<file path="config.mk">
export PLATFORM = sky130hd
export DESIGN_NAME = pipelined_adder_n_flat
export DESIGN_NICKNAME = d
export VERILOG_FILES = /design/src/rtl/pipelined_adder_n_if.sv /design/src/rtl/pipelined_adder_n.sv /design/src/flat_wrapper.sv
export SDC_FILE = /design/constraint.sdc
export NUM_CORES = 1
export LEC_CHECK = 0
export CAP_MARGIN = 40
export CORE_ASPECT_RATIO = 1.4
export CORE_MARGIN = 10
export CORE_UTILIZATION = 40
export CTS_BUF_LIST = sky130_fd_sc_hd__clkbuf_16
export DETAILED_ROUTE_END_ITERATION = 8
export PLACE_DENSITY = 0.66
export SLEW_MARGIN = 30
export SYNTH_ARGS = -nofsm -noshare
export SYNTH_HDL_FRONTEND = slang
export SYNTH_SLANG_ARGS = --single-unit
</file>
<file path="constraint.sdc">
create_clock -name i_Clock -period 2.25 [get_ports i_Clock]
set_input_delay 0.3375 -clock i_Clock [delete_from_list [all_inputs] [get_ports i_Clock]]
set_output_delay 0.3375 -clock i_Clock [all_outputs]
set_load 0.1 [all_outputs]
</file>
<file path="src/rtl/pipelined_adder_n_if.sv">
// Operand/result handshake bundle for pipelined_adder_n.
// PIPELINED_ADDER_FLAGS_EN adds the o_Overflow / o_Zero result flags.
interface pipelined_adder_n_if #(
    parameter int N = 32
);
    logic         i_Valid;
    logic         o_Ready;
    logic [N-1:0] i_A;
    logic [N-1:0] i_B;
    logic         i_CarryIn;
    logic         i_Subtract;
    logic         o_Valid;
    logic         i_Ready;
    logic [N-1:0] o_S;
    logic         o_CarryOut;
`ifdef PIPELINED_ADDER_FLAGS_EN
    logic         o_Overflow;
    logic         o_Zero;

    modport master (
        output i_Valid, i_A, i_B, i_CarryIn, i_Subtract, i_Ready,
        input  o_Ready, o_Valid, o_S, o_CarryOut, o_Overflow, o_Zero
    );
    modport slave (
        input  i_Valid, i_A, i_B, i_CarryIn, i_Subtract, i_Ready,
        output o_Ready, o_Valid, o_S, o_CarryOut, o_Overflow, o_Zero
    );
`else
    modport master (
        output i_Valid, i_A, i_B, i_CarryIn, i_Subtract, i_Ready,
        input  o_Ready, o_Valid, o_S, o_CarryOut
    );
    modport slave (
        input  i_Valid, i_A, i_B, i_CarryIn, i_Subtract, i_Ready,
        output o_Ready, o_Valid, o_S, o_CarryOut
    );
`endif
endinterface

</file>
<file path="src/rtl/pipelined_adder_n.sv">
// Pipelined N-bit adder/subtractor: one W = N/STAGES bit slice per stage,
// ripple carry registered between stages, global stall on output backpressure.
// Optional macro PIPELINED_ADDER_FLAGS_EN adds o_Overflow / o_Zero outputs.
module pipelined_adder_n #(
    parameter int N      = 32,
    parameter int STAGES = 4
) (
    input logic             i_Clock,
    input logic             i_nReset,
    pipelined_adder_n_if.slave bus
);
    // N must be a multiple of STAGES; each stage handles W bits.
    localparam int W = N / STAGES;

    logic              adv;
    logic [STAGES:1]   vld_q;
    logic [STAGES:0]   vld_pipe;
    logic [N-1:0]      b_eff;
    logic              c_eff;

    // The whole pipe moves together; it only freezes when a result is
    // waiting and downstream refuses it.
    assign vld_pipe    = {vld_q, bus.i_Valid};
    assign adv         = bus.i_Ready || !vld_q[STAGES];
    assign bus.o_Ready = adv;
    assign bus.o_Valid = vld_q[STAGES];

    // Subtract is A + ~B + 1; carry-in is ignored in that mode.
    assign b_eff = bus.i_Subtract ? ~bus.i_B : bus.i_B;
    assign c_eff = bus.i_Subtract | bus.i_CarryIn;

    // Valid shift register; bubbles travel as zero entries.
    always_ff @(posedge i_Clock or negedge i_nReset) begin
        if (!i_nReset)
            vld_q <= '0;
        else if (adv)
            vld_q <= vld_pipe[STAGES-1:0];
    end

    // Stage k sees the not-yet-added operand bits (low W bits are its slice)
    // and the result bits already produced; it appends its slice on top.
    for (genvar k = 0; k < STAGES; k++) begin : g_stg
        logic [N-k*W-1:0]     a_in, b_in;
        logic                 c_in;
        logic [W:0]           s;
        logic [(k+1)*W-1:0]   r_nxt;
        logic [(k+1)*W-1:0]   r_q;
        logic                 c_q;

        if (k == 0) begin : g_src
            assign a_in  = bus.i_A;
            assign b_in  = b_eff;
            assign c_in  = c_eff;
            assign r_nxt = s[W-1:0];
        end else begin : g_src
            assign a_in  = g_stg[k-1].g_fwd.a_q;
            assign b_in  = g_stg[k-1].g_fwd.b_q;
            assign c_in  = g_stg[k-1].c_q;
            assign r_nxt = {s[W-1:0], g_stg[k-1].r_q};
        end

        assign s = {1'b0, a_in[W-1:0]} + {1'b0, b_in[W-1:0]} + {{W{1'b0}}, c_in};

        // Slice sum, accumulated lower result and carry into the next slice.
        always_ff @(posedge i_Clock or negedge i_nReset) begin
            if (!i_nReset) begin
                r_q <= '0;
                c_q <= 1'b0;
            end else if (adv) begin
                r_q <= r_nxt;
                c_q <= s[W];
            end
        end

        if (k < STAGES-1) begin : g_fwd
            logic [N-(k+1)*W-1:0] a_q, b_q;

            // Carry the untouched upper operand slices along with the result.
            always_ff @(posedge i_Clock or negedge i_nReset) begin
                if (!i_nReset) begin
                    a_q <= '0;
                    b_q <= '0;
                end else if (adv) begin
                    a_q <= a_in[N-k*W-1:W];
                    b_q <= b_in[N-k*W-1:W];
                end
            end
        end
    end

    assign bus.o_S        = g_stg[STAGES-1].r_q;
    assign bus.o_CarryOut = g_stg[STAGES-1].c_q;

`ifdef PIPELINED_ADDER_FLAGS_EN
    logic ovf_q, zero_q;
    logic c_msb;

    // Carry into bit N-1 recovered from the top bit of the last slice.
    assign c_msb = g_stg[STAGES-1].s[W-1] ^ g_stg[STAGES-1].a_in[W-1]
                 ^ g_stg[STAGES-1].b_in[W-1];

    // Flags are registered alongside the final slice so they track o_S.
    always_ff @(posedge i_Clock or negedge i_nReset) begin
        if (!i_nReset) begin
            ovf_q  <= 1'b0;
            zero_q <= 1'b0;
        end else if (adv) begin
            ovf_q  <= c_msb ^ g_stg[STAGES-1].s[W];
            zero_q <= ~|g_stg[STAGES-1].r_nxt;
        end
    end

    assign bus.o_Overflow = ovf_q;
    assign bus.o_Zero     = zero_q;
`endif

endmodule

</file>
<file path="src/flat_wrapper.sv">
// flat-port wrapper written by rule: the top's interface ports become plain ports
module pipelined_adder_n_flat 
#(
    parameter int N      = 32,
    parameter int STAGES = 4
)
  (i_Clock, i_nReset, bus_i_Valid, bus_i_A, bus_i_B, bus_i_CarryIn, bus_i_Subtract, bus_i_Ready, bus_o_Ready, bus_o_Valid, bus_o_S, bus_o_CarryOut);
  pipelined_adder_n_if #(.N(N)) bus_i ();
  input logic i_Clock;
  input logic i_nReset;
  input wire logic [$bits(bus_i.i_Valid)-1:0] bus_i_Valid;
  input wire logic [$bits(bus_i.i_A)-1:0] bus_i_A;
  input wire logic [$bits(bus_i.i_B)-1:0] bus_i_B;
  input wire logic [$bits(bus_i.i_CarryIn)-1:0] bus_i_CarryIn;
  input wire logic [$bits(bus_i.i_Subtract)-1:0] bus_i_Subtract;
  input wire logic [$bits(bus_i.i_Ready)-1:0] bus_i_Ready;
  output wire logic [$bits(bus_i.o_Ready)-1:0] bus_o_Ready;
  output wire logic [$bits(bus_i.o_Valid)-1:0] bus_o_Valid;
  output wire logic [$bits(bus_i.o_S)-1:0] bus_o_S;
  output wire logic [$bits(bus_i.o_CarryOut)-1:0] bus_o_CarryOut;
  assign bus_i.i_Valid = bus_i_Valid;
  assign bus_i.i_A = bus_i_A;
  assign bus_i.i_B = bus_i_B;
  assign bus_i.i_CarryIn = bus_i_CarryIn;
  assign bus_i.i_Subtract = bus_i_Subtract;
  assign bus_i.i_Ready = bus_i_Ready;
  assign bus_o_Ready = bus_i.o_Ready;
  assign bus_o_Valid = bus_i.o_Valid;
  assign bus_o_S = bus_i.o_S;
  assign bus_o_CarryOut = bus_i.o_CarryOut;
  pipelined_adder_n #(.N(N), .STAGES(STAGES)) u_core (.i_Clock(i_Clock), .i_nReset(i_nReset), .bus(bus_i));
endmodule
</file>
==> run_results.csv, run 1 <==
group,metric,value,unit
global_routing,grt_use_total,13.5,%
clocking,htreeDepth,4,
placed_design,io_buffers,104,
placed_design,dpl.cell_count,1245,
setup_path,critPathMaxFanout,2,
floorplan,rows,62,
detailed_routing,firstDrtPassIters,6,
sta,min_period,2.14,ns
floorplan,ioPinCount,105,
floorplan,start_util,40.5,%
setup_path,cp-start-kind,"input port",
synth,ys_types,30,
clocking,worstSkewPairLatency,0.43,ns
sta,slew_headroom,58.8,%
synth,ys_seq_area_share,55.6,%
finish,seqCellArea,4600,sq um
detailed_routing,drc,0,
detailed_routing,wl_per_cell,13.6,um
finish,multiInputGateArea,3490,sq um
finish,final_layout_size_suffix_gt1_share,9.87,%
synth,synth_top_area_share,55.6,%
synth,synth_area_leaders,"dfrtp_1 56%, nand2_1 20%, ha_1 4.2%, o21ai_0 3.7%, xnor2_1 3.0%",
finish,mostFrequentLayoutCells,"440 x nand2_1, 184 x dfrtp_1, 65 x clkdlybuf4s50_1",
synth,synth_seq_cells,184,
clocking,cts_tree,"built",
outcome,outcome,"completed",
setup_path,rr_worst_depth,7,
synth,syn_area_per_cell,9.07,sq um
clocking,clock-sinks,184,
finish,final_common_cell,"nand2_1",
detailed_routing,initialDrtViolationCount,473,
setup_path,critical_path_arrival,2.45,ns
sta,rsz0062_at_grt,"no",
global_routing,grt_pass1_vias,6022,
synth,syn_area,8290,sq um
detailed_routing,routed_wl,17400,um
pwr,peakVddDrop,0.639,mV
global_routing,overflow,0,
clocking,clk_path_buf_depth,2,
synth,yosysTopAreaCell,"dfrtp_1",
finish,diodes,0,
global_routing,antenna_found_initial,1,
sta,whs,0.416,ns
detailed_routing,antenna_left,0,
synth,postSynthCellCount,913,
detailed_routing,drt-vias-per-instance,4.69,
floorplan,die-area,27000,sq um
pwr,cellLeakagePower,5.00,nW
sta,post-route-period-util,95.0,%
floorplan,die_w,142,um
synth,synthesis.nets,1019,
sta,hold_viol,0,
placed_design,place_congestion,0.833,
finish,n_fill_cell,2023,
floorplan,core,20500,sq um
min_path,hold_path_class,"in -> async",
setup_path,worstSetupPathType,"in -> reg",
pwr,power,15.6,mW
floorplan,dieHeight,190,um
finish,area_growth_syn_to_layout,22.5,%
sta,drv_slew,0,
detailed_routing,num_vias,5993,
sta,worst_pin_slew,0.618,ns
finish,fin_cells,1279,
sta,fmax,0.468,GHz
setup_path,cp_slowest_cell,"clkdlybuf4s50_1",
finish,final_nets,1116,
global_routing,grt_max_degree,125,
global_routing,grt_pass1_wl,29800,um
setup_path,cp_slowest_stage_delay,0.45,ns
clocking,cts_root_buf,"clkbuf_16",
flow_run,maxCapViolations,0,
sta,setup_viol,0,
sta,fin_skew,0.00872,ns
clocking,cts_buffers,17,
setup_path,cp.required,2.57,ns
synth,ys_warn_count,0,
placed_design,dp_hpwl,12200,um
pwr,power_density,1540,nW/um^2
setup_path,end_kind,"register",
setup_path,crit_chain,"clkdlybuf4s50_1, fa_2, inv_2, fa_2, nor2b_4, o31a_1, buf_4, buf_4, o21ai_2, a211oi_2, a21o_1",
clocking,clk_pin_slew,0.06,ns
[final timing paths]
path	startpoint	end	slack [ns]
max reg2reg	u_core.g_stg[0].g_fwd.b_q[0]	u_core.g_stg[1].r_q[12]	0.11
min reg2reg	u_core.g_stg[1].r_q[3]	u_core.g_stg[2].r_q[3]	0.46
max in group asynchronous	i_nReset	u_core.bus.o_CarryOut	1.11
max	bus_i_A[0]	u_core.g_stg[0].r_q[6]	0.11
min	i_nReset	u_core.bus.o_S[17]	0.42
min in group i_Clock	bus_i_CarryIn	u_core.g_stg[0].r_q[0]	0.42
[sequential cells by signal, summed over array words and instances, names as in the netlist]
signal	cells
u_core.g_stg.g_fwd.a_q	48
u_core.bus.o_S	32
u_core.bus.o_CarryOut	1
u_core.g_stg.g_fwd.b_q	48
u_core.g_stg.r_q	48
u_core.vld_q	4
u_core.g_stg.c_q	3
[critical path, delay by kind of cell]
| family | cells | cell delay [ns] |
|---|---|---|
| AO/OA/AOI/OAI | 4 | 0.65 |
| adder cells (fa/ha/maj) | 2 | 0.65 |
| buffers and inverters | 4 | 0.77 |
| AND/OR/NAND/NOR | 1 | 0.05 |
[layer usage]
layer / wire, um / share of wire [%] / GRT usage, % / vias up
li1: - / - / - / 3109
met1: 7990 / 46 / 17.2 / 2773
met2: 8400 / 48 / 21.4 / 96
met3: 760 / 4.4 / 4.01 / 15
met4: 274 / 1.6 / 4.45 / 0
met5: 0 / 0 / 0 / -
[what timing repair did]
| item | CTS | global route |
|---|---|---|
| hold buffers | 1 | 0 |
| resized for setup | 3 | 13 |
| buffers inserted | 0 | 1 |
| endpoints found under the setup margin | 3 | 10 |
| pin swaps | 0 | 7 |
| endpoints found under the hold margin | 50 | 0 |
[cell usage after synthesis]
cell,number
nor2b_4,1
o21ai_0,61
buf_6,1
or2_2,2
nand2b_1,3
o311a_1,1
or3_1,3
o31a_1,1
a31oi_1,4
nor3_1,14
a21oi_1,16
clkbuf_8,1
a21o_1,6
a41oi_1,1
o211ai_1,5
ha_1,28
nor2b_1,3
xor2_1,20
dfrtp_1,184
a211oi_1,10
inv_1,9
xnor2_1,28
o21a_1,2
nand2_1,440
o21bai_1,4
buf_2,26
nor2_1,13
clkbuf_1,17
clkinv_1,1
fa_1,8
[power by group]
group          switching, mW  internal [mW]  total [mW]
Combinational           4.96           2.35        7.31
Clock                   1.25           1.39        2.64
Sequential             0.843           4.79        5.63
Total                   7.06           8.53        15.6
[through the flow]
| step | instance area (sq um) | util (%) | TNS (ns) | worst slack [ns] |
|---|---|---|---|---|
| global route | 10200 | 49.6 | 0 | 0.00652 |
| global placement | 9560 | 46.7 | -1.60 | -0.406 |
| finish | 10200 | 49.6 | 0 | 0.113 |
| floorplan | 8310 | - | -0.542 | -0.283 |
| detailed placement | 9560 | 46.7 | -1.88 | -0.428 |
| CTS | 10100 | 49.3 | 0 | 0.000318 |
[final cells by class]
| class | instances | area share, % |
|---|---|---|
| clock buffers | 17 | 4.19 |
| clock inverters | 15 | 0.900 |
| well taps | 256 | 3.16 |
| flip-flops and latches | 184 | 45.4 |
| multi-input cells | 674 | 34.4 |
| repair buffers | 123 | 11.6 |
| inverters | 10 | 0.394 |
[cell families (layout without fill, tap and decap cells)]
group                    count (synthesis)  after routing  share of synthesized area (%)
AO/OA/AOI/OAI                          111            111                           7.73
buffers and inverters                   55            165                           3.10
flip-flops                             184            184                           55.6
AND/OR/NAND/NOR                        479            479                           22.4
XOR/XNOR                                48             48                           5.07
adder cells (fa/ha/maj)                 36             36                           6.16
Power figures use the tool's default switching activity.
==> inputs of run 2 (changes only) <==
- CORE_ASPECT_RATIO: 1.4 -> 0.9
==> run 2 against run 1 <==
Cell area rose by 1.3%. Worst hold slack better by 0.025 ns. Global-route usage increased by 0.47 points. Sequential power hardly changed. Cell count increased by 0.55%. Die area fell by 0.27%. Clock-buffer cell count is the same. Critical path depth down 4. Non-clock buffer count is 9 higher. Total power up 3.2%. Sequential share of layout area decreased by 0.60 points. Critical path type is now reg -> reg. Critical endpoint is now u_core.g_stg[1].r_q[14].
==> run_results.csv, run 2 (synthesis results as in run 1) <==
group,metric,value,unit
outcome,outcome,"completed",
finish,mostFrequentLayoutCells,"440 x nand2_1, 184 x dfrtp_1, 65 x clkdlybuf4s50_1",
sta,hold_viol,0,
detailed_routing,initialDrtViolationCount,316,
floorplan,dieHeight,157,um
finish,diodes,0,
min_path,hold_path_class,"in -> reg",
global_routing,grt_pass1_wl,30500,um
floorplan,die-area,26900,sq um
setup_path,critical_path_arrival,2.41,ns
clocking,clk_pin_slew,0.07,ns
global_routing,antenna_found_initial,1,
sta,post-route-period-util,93.8,%
detailed_routing,num_vias,6027,
flow_run,maxCapViolations,0,
placed_design,pre_cts_ws,-0.442,ns
setup_path,r2r-start,"u_core.g_stg[0].g_fwd.b_q[0]",
detailed_routing,drt-vias-per-instance,4.69,
finish,fin_area,10300,sq um
clocking,cts_buffers,17,
global_routing,grt_use_total,14.0,%
sta,final.setup.worst_slack,0.138,ns
sta,slew_headroom,64.6,%
floorplan,ioPinCount,105,
finish,final_layout_size_suffix_gt1_share,11.1,%
setup_path,cp.required,2.55,ns
sta,worst_pin_slew,0.531,ns
sta,fin_skew,0.00830,ns
detailed_routing,firstDrtPassIters,4,
detailed_routing,wl_per_cell,14.1,um
placed_design,io_buffers,104,
floorplan,rows,49,
sta,whs,0.442,ns
clocking,clk_path_buf_depth,2,
sta,setup_viol,0,
clocking,cts_tree,"built",
setup_path,worstSetupPathType,"reg -> reg",
global_routing,grt_max_degree,82,
finish,area_growth_syn_to_layout,24.2,%
detailed_routing,drc,0,
floorplan,die_w,172,um
pwr,cellLeakagePower,5.06,nW
floorplan,start_util,41.1,%
sta,fmax,0.474,GHz
pwr,power_density,1560,nW/um^2
setup_path,crit_start,"u_core.g_stg[0].g_fwd.b_q[0]",
setup_path,cp-start-kind,"register",
sta,drv_slew,0,
sta,rsz0062_at_grt,"no",
setup_path,end_kind,"register",
finish,final_common_cell,"nand2_1",
clocking,cts_root_buf,"clkbuf_16",
finish,top_regs,"u_core.g_stg.g_fwd.a_q (48), u_core.g_stg.g_fwd.b_q (48), u_core.g_stg.r_q (48)",
placed_design,placed_cell_area,9640,sq um
min_path,min_from,"bus_i_CarryIn",
setup_path,critPathMaxFanout,3,
placed_design,place_congestion,0.794,
placed_design,dp_hpwl,13100,um
clocking,clock-sinks,184,
detailed_routing,routed_wl,18200,um
finish,final_nets,1125,
global_routing,overflow,0,
sta,min_period,2.11,ns
clocking,htreeDepth,4,
global_routing,grt_pass1_vias,6022,
clocking,worstSkewPairLatency,0.42,ns
detailed_routing,antenna_left,0,
floorplan,core,20200,sq um
pwr,peakVddDrop,0.943,mV
run 2: changes by cell type in the layout (fill, tap and decap cells not counted), moves of 2 or more:
cell	change
buf_4	+8
inv_1	-4
a21oi_2	+3
a21oi_1	-2
bufinv_16	+2
clkinv_4	-2
inv_8	+2
run 2: stage by stage:
stage	power (mW)	utilization (%)	TNS, ns	instances
after floorplan	11.1	-	-0.542	913
after global placement	13.0	47.8	-1.51	1253
after detailed placement	13.2	47.8	-1.64	1253
after CTS	16.2	50.7	0	1285
after global routing	17.3	51.0	0	1286
final	16.1	51.0	0	1286
run 2: area by class of cell:
| type | count | area [sq um] |
|---|---|---|
| fillers | 1909 | 9880 |
| flip-flops and latches | 184 | 4600 |
| multi-input cells | 674 | 3490 |
| repair buffers | 132 | 1260 |
| clock buffers | 17 | 425 |
| well taps | 255 | 319 |
| clock inverters | 14 | 150 |
| inverters | 10 | 40.0 |
run 2: metal layers:
metal	vias to the layer above	GRT usage (%)	wire length, um
li1	3121	-	-
met1	2790	20.4	9530
met5	-	0	7
met2	106	19.4	7550
met3	8	4.20	935
met4	2	3.93	138
run 2: worst max-delay path: stages (launching register included):
cell and delay (ns):
dfrtp_1 0.41, fa_2 0.43, fa_1 0.42, a21oi_2 0.18, o211ai_1 0.13, a21oi_2 0.20
xnor2_1 0.14, o21ai_0 0.09
run 2: report_power, final:
part | switching, mW | total (mW) | internal (mW)
sequential | 0.875 | 5.66 | 4.79
clock | 1.30 | 2.94 | 1.64
combinational | 5.07 | 7.49 | 2.42
run 2: final timing paths:
check | slack, ns | cells after the start | to
setup reg to reg | 0.14 | 7 | u_core.g_stg[1].r_q[14]
hold / removal | 0.44 | 5 | u_core.g_stg[0].r_q[0]
hold reg to reg | 0.47 | 2 | u_core.bus.o_S[14]
setup / recovery | 0.14 | 7 | u_core.g_stg[1].r_q[14]
min in group asynchronous | 0.46 | 2 | u_core.g_stg[0].r_q[6]
max in group asynchronous | 1.06 | 3 | u_core.g_stg[1].g_fwd.b_q[10]
run 2: timing repair:
action	CTS	global route
gates resized for setup	1	14
hold buffers	1	0
setup buffers	0	1
setup endpoints to repair	1	10
endpoints found under the hold margin	59	0
pin swaps	0	8
